<file path="config.mk">
export PLATFORM = sky130hd
export DESIGN_NAME = cnv_avr_line_scheduler
export DESIGN_NICKNAME = d
export VERILOG_FILES = /design/src/rtl/cnv_avr_line_scheduler.sv
export SDC_FILE = /design/constraint.sdc
export NUM_CORES = 1
export LEC_CHECK = 0
export ABC_AREA = 1
export BUFFER_PORTS_ARGS = -buffer_cell sky130_fd_sc_hd__buf_2
export CORE_MARGIN = 2
export CORE_UTILIZATION = 54
export CTS_BUF_LIST = sky130_fd_sc_hd__clkbuf_4 sky130_fd_sc_hd__clkbuf_8
export DETAILED_ROUTE_END_ITERATION = 8
export PLACE_DENSITY_LB_ADDON = 0.1
export SLEW_MARGIN = 20
export SYNTH_ARGS = -nofsm -noshare
export SYNTH_HDL_FRONTEND = slang
export SYNTH_SLANG_ARGS = --single-unit
</file>
<file path="constraint.sdc">
create_clock -name clk -period 2.5 [get_ports clk]
set_input_delay 0.125 -clock clk [delete_from_list [all_inputs] [get_ports clk]]
set_output_delay 0.125 -clock clk [all_outputs]
set_load 0.02 [all_outputs]
</file>
<file path="src/rtl/cnv_avr_line_scheduler.sv">
// Read-side line sequencer between the converter gray-pixel FIFO and the averager:
// waits for a full line, bursts it through a 2-entry skid buffer as framed stream beats.
module cnv_avr_line_scheduler #(
    parameter int IMG_WIDTH  = 416,
    parameter int IMG_HEIGHT = 416,
    parameter int GRAY_WIDTH = 8
) (
    input  logic                          clk,
    input  logic                          rst_n,
    input  logic                          enable,
    input  logic                          abort,
    output logic                          fifo_rd_en,
    input  logic [GRAY_WIDTH-1:0]         fifo_rd_data,
    input  logic                          fifo_rd_ack,
    input  logic                          fifo_empty,
    input  logic [$clog2(IMG_WIDTH):0]    fifo_data_count,
    output logic [GRAY_WIDTH-1:0]         m_tdata,
    output logic                          m_tvalid,
    input  logic                          m_tready,
    output logic                          m_tuser,
    output logic                          m_tlast,
    output logic                          frame_done,
    output logic                          busy,
    output logic [$clog2(IMG_HEIGHT):0]   line_idx,
    output logic                          rd_err
);
    localparam int CW = $clog2(IMG_WIDTH) + 1;
    localparam int LW = $clog2(IMG_HEIGHT) + 1;
    localparam int EW = GRAY_WIDTH + 2;
    localparam logic [CW-1:0] COL_END   = CW'(IMG_WIDTH);
    localparam logic [CW-1:0] COL_LAST  = CW'(IMG_WIDTH - 1);
    localparam logic [LW-1:0] LINE_LAST = LW'(IMG_HEIGHT - 1);

    typedef enum logic [2:0] {
        IDLE      = 3'd0,
        WAIT_LINE = 3'd1,
        BURST     = 3'd2,
        DRAIN     = 3'd3,
        FRAME_END = 3'd4
    } state_t;

    state_t        state_q, state_d;
    logic [CW-1:0] rd_col_q, rd_col_d;     // reads issued on this line, minus failed ones
    logic [CW-1:0] ack_col_q, ack_col_d;   // column of the next word to come back
    logic [LW-1:0] line_q, line_d;
    logic          inflight_q, inflight_d;
    logic          rd_err_q, rd_err_d;
    logic          frame_done_q, frame_done_d;

    logic [EW-1:0] skid_q [2];
    logic          skid_rd_ptr_q, skid_rd_ptr_d;
    logic [1:0]    skid_cnt_q, skid_cnt_d;

    logic          ack_ok;
    logic          ack_miss;
    logic          push;
    logic          pop;
    logic          wr_ptr;
    logic [EW-1:0] push_word;
    logic [EW-1:0] head;
    logic [1:0]    slots_used;
    logic          skid_empty_after_pop;
    logic          line_done;

    assign ack_ok   = inflight_q && fifo_rd_ack && !abort;
    assign ack_miss = inflight_q && !fifo_rd_ack && !abort;
    assign push     = ack_ok;
    assign pop      = m_tvalid && m_tready;
    assign wr_ptr   = skid_rd_ptr_q ^ skid_cnt_q[0];

    // Marker bits are attached when the word returns, so they ride with the data.
    assign push_word = {(ack_col_q == '0) && (line_q == '0),
                        (ack_col_q == COL_LAST),
                        fifo_rd_data};

    // A head leaving this cycle frees its slot, which keeps the burst at one pixel per clock.
    assign slots_used = skid_cnt_q + {1'b0, inflight_q} - {1'b0, pop};

    assign fifo_rd_en = (state_q == BURST) && (rd_col_q < COL_END) && !fifo_empty &&
                        (slots_used < 2'd2) && !abort;

    assign skid_empty_after_pop = (skid_cnt_q == 2'd0) || ((skid_cnt_q == 2'd1) && pop);
    assign line_done = (state_q == DRAIN) && (rd_col_q == COL_END) && !inflight_q &&
                       skid_empty_after_pop;

    assign head       = skid_q[skid_rd_ptr_q];
    assign m_tvalid   = (skid_cnt_q != 2'd0);
    assign m_tdata    = head[GRAY_WIDTH-1:0];
    assign m_tlast    = m_tvalid && head[GRAY_WIDTH];
    assign m_tuser    = m_tvalid && head[GRAY_WIDTH+1];
    assign frame_done = frame_done_q;
    assign busy       = (state_q != IDLE);
    assign line_idx   = line_q;
    assign rd_err     = rd_err_q;

    always_comb begin
        rd_col_d      = rd_col_q + CW'(fifo_rd_en) - CW'(ack_miss);
        ack_col_d     = ack_col_q + CW'(ack_ok);
        inflight_d    = fifo_rd_en;
        rd_err_d      = rd_err_q | ack_miss;
        skid_cnt_d    = skid_cnt_q + {1'b0, push} - {1'b0, pop};
        skid_rd_ptr_d = skid_rd_ptr_q ^ pop;
        if (line_done || abort) begin
            rd_col_d  = '0;
            ack_col_d = '0;
        end
        if (abort) begin
            skid_cnt_d    = 2'd0;
            skid_rd_ptr_d = 1'b0;
            inflight_d    = 1'b0;
        end
    end

    always_comb begin
        state_d      = state_q;
        line_d       = line_q;
        frame_done_d = 1'b0;
        unique case (state_q)
            IDLE: begin
                if (enable) state_d = WAIT_LINE;
            end
            WAIT_LINE: begin
                // Only a frame that has not started yet may be cancelled by dropping enable.
                if (!enable && (line_q == '0))            state_d = IDLE;
                else if (fifo_data_count >= COL_END)      state_d = BURST;
            end
            BURST: begin
                if (rd_col_q == COL_END) state_d = DRAIN;
            end
            DRAIN: begin
                if (rd_col_q != COL_END) begin
                    state_d = BURST;
                end else if (line_done) begin
                    if (line_q == LINE_LAST) begin
                        state_d      = FRAME_END;
                        frame_done_d = 1'b1;
                    end else begin
                        line_d  = line_q + LW'(1);
                        state_d = WAIT_LINE;
                    end
                end
            end
            FRAME_END: begin
                line_d  = '0;
                state_d = enable ? WAIT_LINE : IDLE;
            end
            default: state_d = IDLE;
        endcase
        if (abort) begin
            state_d      = IDLE;
            line_d       = '0;
            frame_done_d = 1'b0;
        end
    end

    always_ff @(posedge clk or negedge rst_n) begin
        if (!rst_n) begin
            state_q       <= IDLE;
            rd_col_q      <= '0;
            ack_col_q     <= '0;
            line_q        <= '0;
            inflight_q    <= 1'b0;
            rd_err_q      <= 1'b0;
            frame_done_q  <= 1'b0;
            skid_rd_ptr_q <= 1'b0;
            skid_cnt_q    <= 2'd0;
        end else begin
            state_q       <= state_d;
            rd_col_q      <= rd_col_d;
            ack_col_q     <= ack_col_d;
            line_q        <= line_d;
            inflight_q    <= inflight_d;
            rd_err_q      <= rd_err_d;
            frame_done_q  <= frame_done_d;
            skid_rd_ptr_q <= skid_rd_ptr_d;
            skid_cnt_q    <= skid_cnt_d;
        end
    end

    always_ff @(posedge clk or negedge rst_n) begin
        if (!rst_n) begin
            for (int i = 0; i < 2; i++) skid_q[i] <= '0;
        end else if (push) begin
            skid_q[wr_ptr] <= push_word;
        end
    end

endmodule
</file>
==> impl_metrics.py <==
metrics = {
    "timing": {
        "fin_crit_sh": 0.9287,
        "fin_skew_ns": 0.006431,
        "tightest_slew_ns": 0.5168,
        "rsz0062_at_grt": "no",
        "layout_min_cycle_time_ns": 2.322,
        "setup_viol": 0,
        "drv_slew": 0,
        "max_freq_ghz": 0.4307,
        "finalSetupTns_ns": 0,
        "finalHoldViolations": 0,
        "slew-limit-headroom": 0.6523,
    },
    "synth": {
        "yosys.area.top_type": "dfrtp_1",
        "seq_area_frac_synth": 0.3949,
        "syn_avg_cell_area_um2": 7.447,
        "syn_inst": 502,
        "synth.most_common_cell": "nand2_1",
        "synthTopCellsByCount": "nand2_1 (130), inv_1 (64), dfrtp_1 (59), nor2_1 (59), nand3_1 (31)",
        "synthFlopType": "dfrtp_1",
        "ys_ff_latch": 59,
        "async_flop_share": 1.000,
        "synth_nets": 549,
        "syn-cell-area_um2": 3739,
        "synth_edf_count": 0,
        "synth.distinct_cells": 36,
        "synth_area_leaders": "dfrtp_1 (39%), nand2_1 (13%), ha_1 (7.0%), inv_1 (6.4%), nor2_1 (5.9%)",
        "yosysTopAreaCellShare": 0.3949,
        "ys_warn_count": 0,
    },
    "finish": {
        "fin_nets": 606,
        "syn_to_final_growth_pct": 14.56,
        "layout.cells.non_filler": 643,
        "finalInstanceArea_um2": 4283,
        "antennaDiodeCount": 0,
        "ff_latch_area_um2": 1476,
        "layout-drive-gt1-share": 0.1989,
        "fillerInstances": 628,
        "multi_input_area_um2": 1912,
    },
    "critical_path": {
        "max_stage_delay_ns": 0.42,
        "cpMostUsedCell": "nand2_1",
        "timing.rr.end": "rd_col_q[6]$_DFF_PN0_",
        "cp-start-kind": "flop",
        "crit_path_cell_trace": "nor2_1 > nor2_1 > nand2_1 > a21oi_2 > nand2_1 > nor3b_2 > ha_2 > fa_1 > nand3_1 > nand2_1 > nand2_1 > nand3_1 > o21ai_1 > a21oi_1",
        "regToRegStartpoint": "skid_cnt_q[0]$_DFF_PN0_",
        "crit_type": "flop to flop",
        "cp.depth": 14,
        "reg2regPathDepth": 14,
        "crit_family": "simple AND/OR/NAND/NOR gates",
        "rrSetupSlack_ns": 0.18,
        "critPathBufInv": 0,
        "crit_fanout": 4,
        "timing.critical_path.to": "rd_col_q[6]$_DFF_PN0_",
        "crit_path_top_delay_cell": "dfrtp_1",
        "worstSetupStartpoint": "skid_cnt_q[0]$_DFF_PN0_",
        "end_kind": "flop",
        "critPathArrivalTime_ns": 2.54,
        "required_ns": 2.72,
    },
    "placement": {
        "place_area_um2": 4055,
        "gp_congestion": 0.9115,
        "dp_hpwl_um": 5906,
        "dp_cells": 625,
        "port_buffers": 44,
    },
    "pwr": {
        "leakagePower_nw": 2.239,
        "powerDensity_nw_per_um2": 830.8,
        "ir_drop_v": 0.0005109,
    },
    "die": {
        "fp-row-count": 30,
        "core_area_um2": 6756,
        "dieArea_um2": 7605,
        "ios": 50,
        "fp.dieH_um": 87.21,
        "die_w_um": 87.21,
        "start_util": 0.5533,
    },
    "grt": {
        "grt_pass1_vias": 3136,
        "grt_max_degree": 26,
        "gr-usage-all-layers": 0.2279,
        "grt-ovfl-total": 0,
        "grt_pass1_wl_um": 13680,
        "antenna_found_initial": 0,
    },
    "clocking": {
        "cts_buffers": 9,
        "clk_pin_slew_ns": 0.07,
        "cts_max_path_buffers": 2,
        "h-tree-depth": 3,
        "worst_skew_pair.late_latency_ns": 0.34,
        "cts.sink_count": 59,
        "root_buffer": "clkbuf_8",
        "cts_tree": "built",
    },
    "drt": {
        "drt_wl_total_um": 7922,
        "wl_per_cell_um": 12.32,
        "num_vias": 3321,
        "drt_first_iter_violations": 140,
        "antenna_left": 0,
        "drt_first_pass_iters": 5,
        "vias_per_cell": 5.165,
        "drc": 0,
    },
    "worst_hold_path": {
        "hold_path.class": "input pin to flop",
    },
    "flow_run": {
        "drv_cap": 0,
    },
    "run_status": {
        "status": "finished, final reports clean",
    },
}
cells by family (layout without fill, tap and decap cells):
family                     Yosys count  after routing  share of synthesized area
adders and majority gates           22             22                    0.07564
buffers and inverters               85            146                    0.09672
and+or+nand+nor                    272            272                     0.3323
AOI/OAI and AO/OA                   57             57                    0.08401
xor gates and xnor gates             7              7                    0.01640
DFF                                 59             59                     0.3949
metal layers:
layer  wire length (µm)  global-route usage  vias up
li1                   -                   -     1715
met1               3700              0.3015     1518
met2               3757              0.3664       76
met3                319             0.03697       12
met4                144              0.1063        0
met5                  0                   0        -
state kept, by name (all words and copies together) (netlist names):
name	count
frame_done	1
state_q	3
rd_err	1
ack_col_q	10
skid_cnt_q	2
skid_q	20
inflight_q	1
line_idx	10
rd_col_q	10
skid_rd_ptr_q	1
per-stage QoR:
stage	worst slack [ns]	hold slack [ns]	util	power, W
after floorplan	0.1085	-0.1706	-	0.002310
after global placement	0.1729	0.07156	0.6002	0.002645
after detailed placement	0.1284	0.07271	0.6002	0.002689
after CTS	0.1111	0.03177	0.6307	0.003573
after global routing	0.03414	0.05113	0.6339	0.003864
final	0.1783	0.03971	0.6339	0.003558
power by group:
| part | internal, W | leakage [nW] | switching (W) |
|---|---|---|---|
| sequential | 0.00111 | 0.812 | 0.000130 |
| combinational | 0.000541 | 1.33 | 0.000904 |
| clock | 0.000493 | 0.0988 | 0.000380 |
| total | 0.00214 | 2.24 | 0.00141 |
worst reg2reg max path, stage by stage (launching register included):
cell and delay, ns:
dfrtp_1 0.42, nor2_1 0.08, nor2_1 0.12, nand2_1 0.09, a21oi_2 0.14, nand2_1 0.05, nor3b_2 0.16, ha_2 0.20
fa_1 0.40, nand3_1 0.10, nand2_1 0.11, nand2_1 0.08, nand3_1 0.08, o21ai_1 0.12, a21oi_1 0.05
cell usage in the layout, fill, tap and decap left out, types with 2 or more instances in the layout:
master / netlist / layout
a21oi_1: 21 / 20
buf_2: 1 / 44
buf_4: 3 / 11
clkbuf_8: 0 / 10
clkinv_2: 1 / 2
dfrtp_1: 59 / 59
ha_1: 21 / 20
inv_1: 64 / 63
inv_2: 9 / 10
nand2_1: 130 / 130
nand2_2: 4 / 4
nand2_4: 3 / 3
nand3_1: 31 / 31
nand3_2: 11 / 11
nand3b_1: 2 / 2
nand4_1: 6 / 6
nor2_1: 59 / 59
nor2_2: 4 / 4
nor2_4: 2 / 2
nor3_1: 14 / 14
nor4_1: 4 / 4
o2111ai_1: 2 / 2
o21ai_0: 6 / 6
o21ai_1: 21 / 21
o21bai_1: 4 / 4
xnor2_1: 2 / 2
xor2_1: 5 / 5
cell type report:
type	instances	share of cell area
timing repair buffer	56	0.07304
clock inverter	4	0.01198
sequential	59	0.3447
clock buffer	11	0.03389
inverter	75	0.06661
tap	80	0.02337
multi-input combinational	358	0.4464
timing repair:
action,CTS,global route
hold endpoints to repair,16,0
endpoints found under the setup margin,0,2
gates resized for setup,0,3
hold buffers,1,0
buffers inserted,0,2
worst min-delay path by stage:
stage                     from                endpoint  depth (start not counted)  slack, ns
5_1_grt        fifo_rd_data[3]   skid_q[3]$_DFFE_PN0P_                          3       0.05
3_3_place_gp             rst_n  skid_q[17]$_DFFE_PN0P_                          1       0.07
4_1_cts        fifo_rd_data[4]  skid_q[14]$_DFFE_PN0P_                          3       0.03
2_1_floorplan            rst_n  ack_col_q[0]$_DFF_PN0_                          0      -0.17
6_report       fifo_rd_data[7]  skid_q[17]$_DFFE_PN0P_                          3       0.04
3_5_place_dp             rst_n  skid_q[17]$_DFFE_PN0P_                          1       0.07
Note: power is estimated with default switching activity, not from simulation.
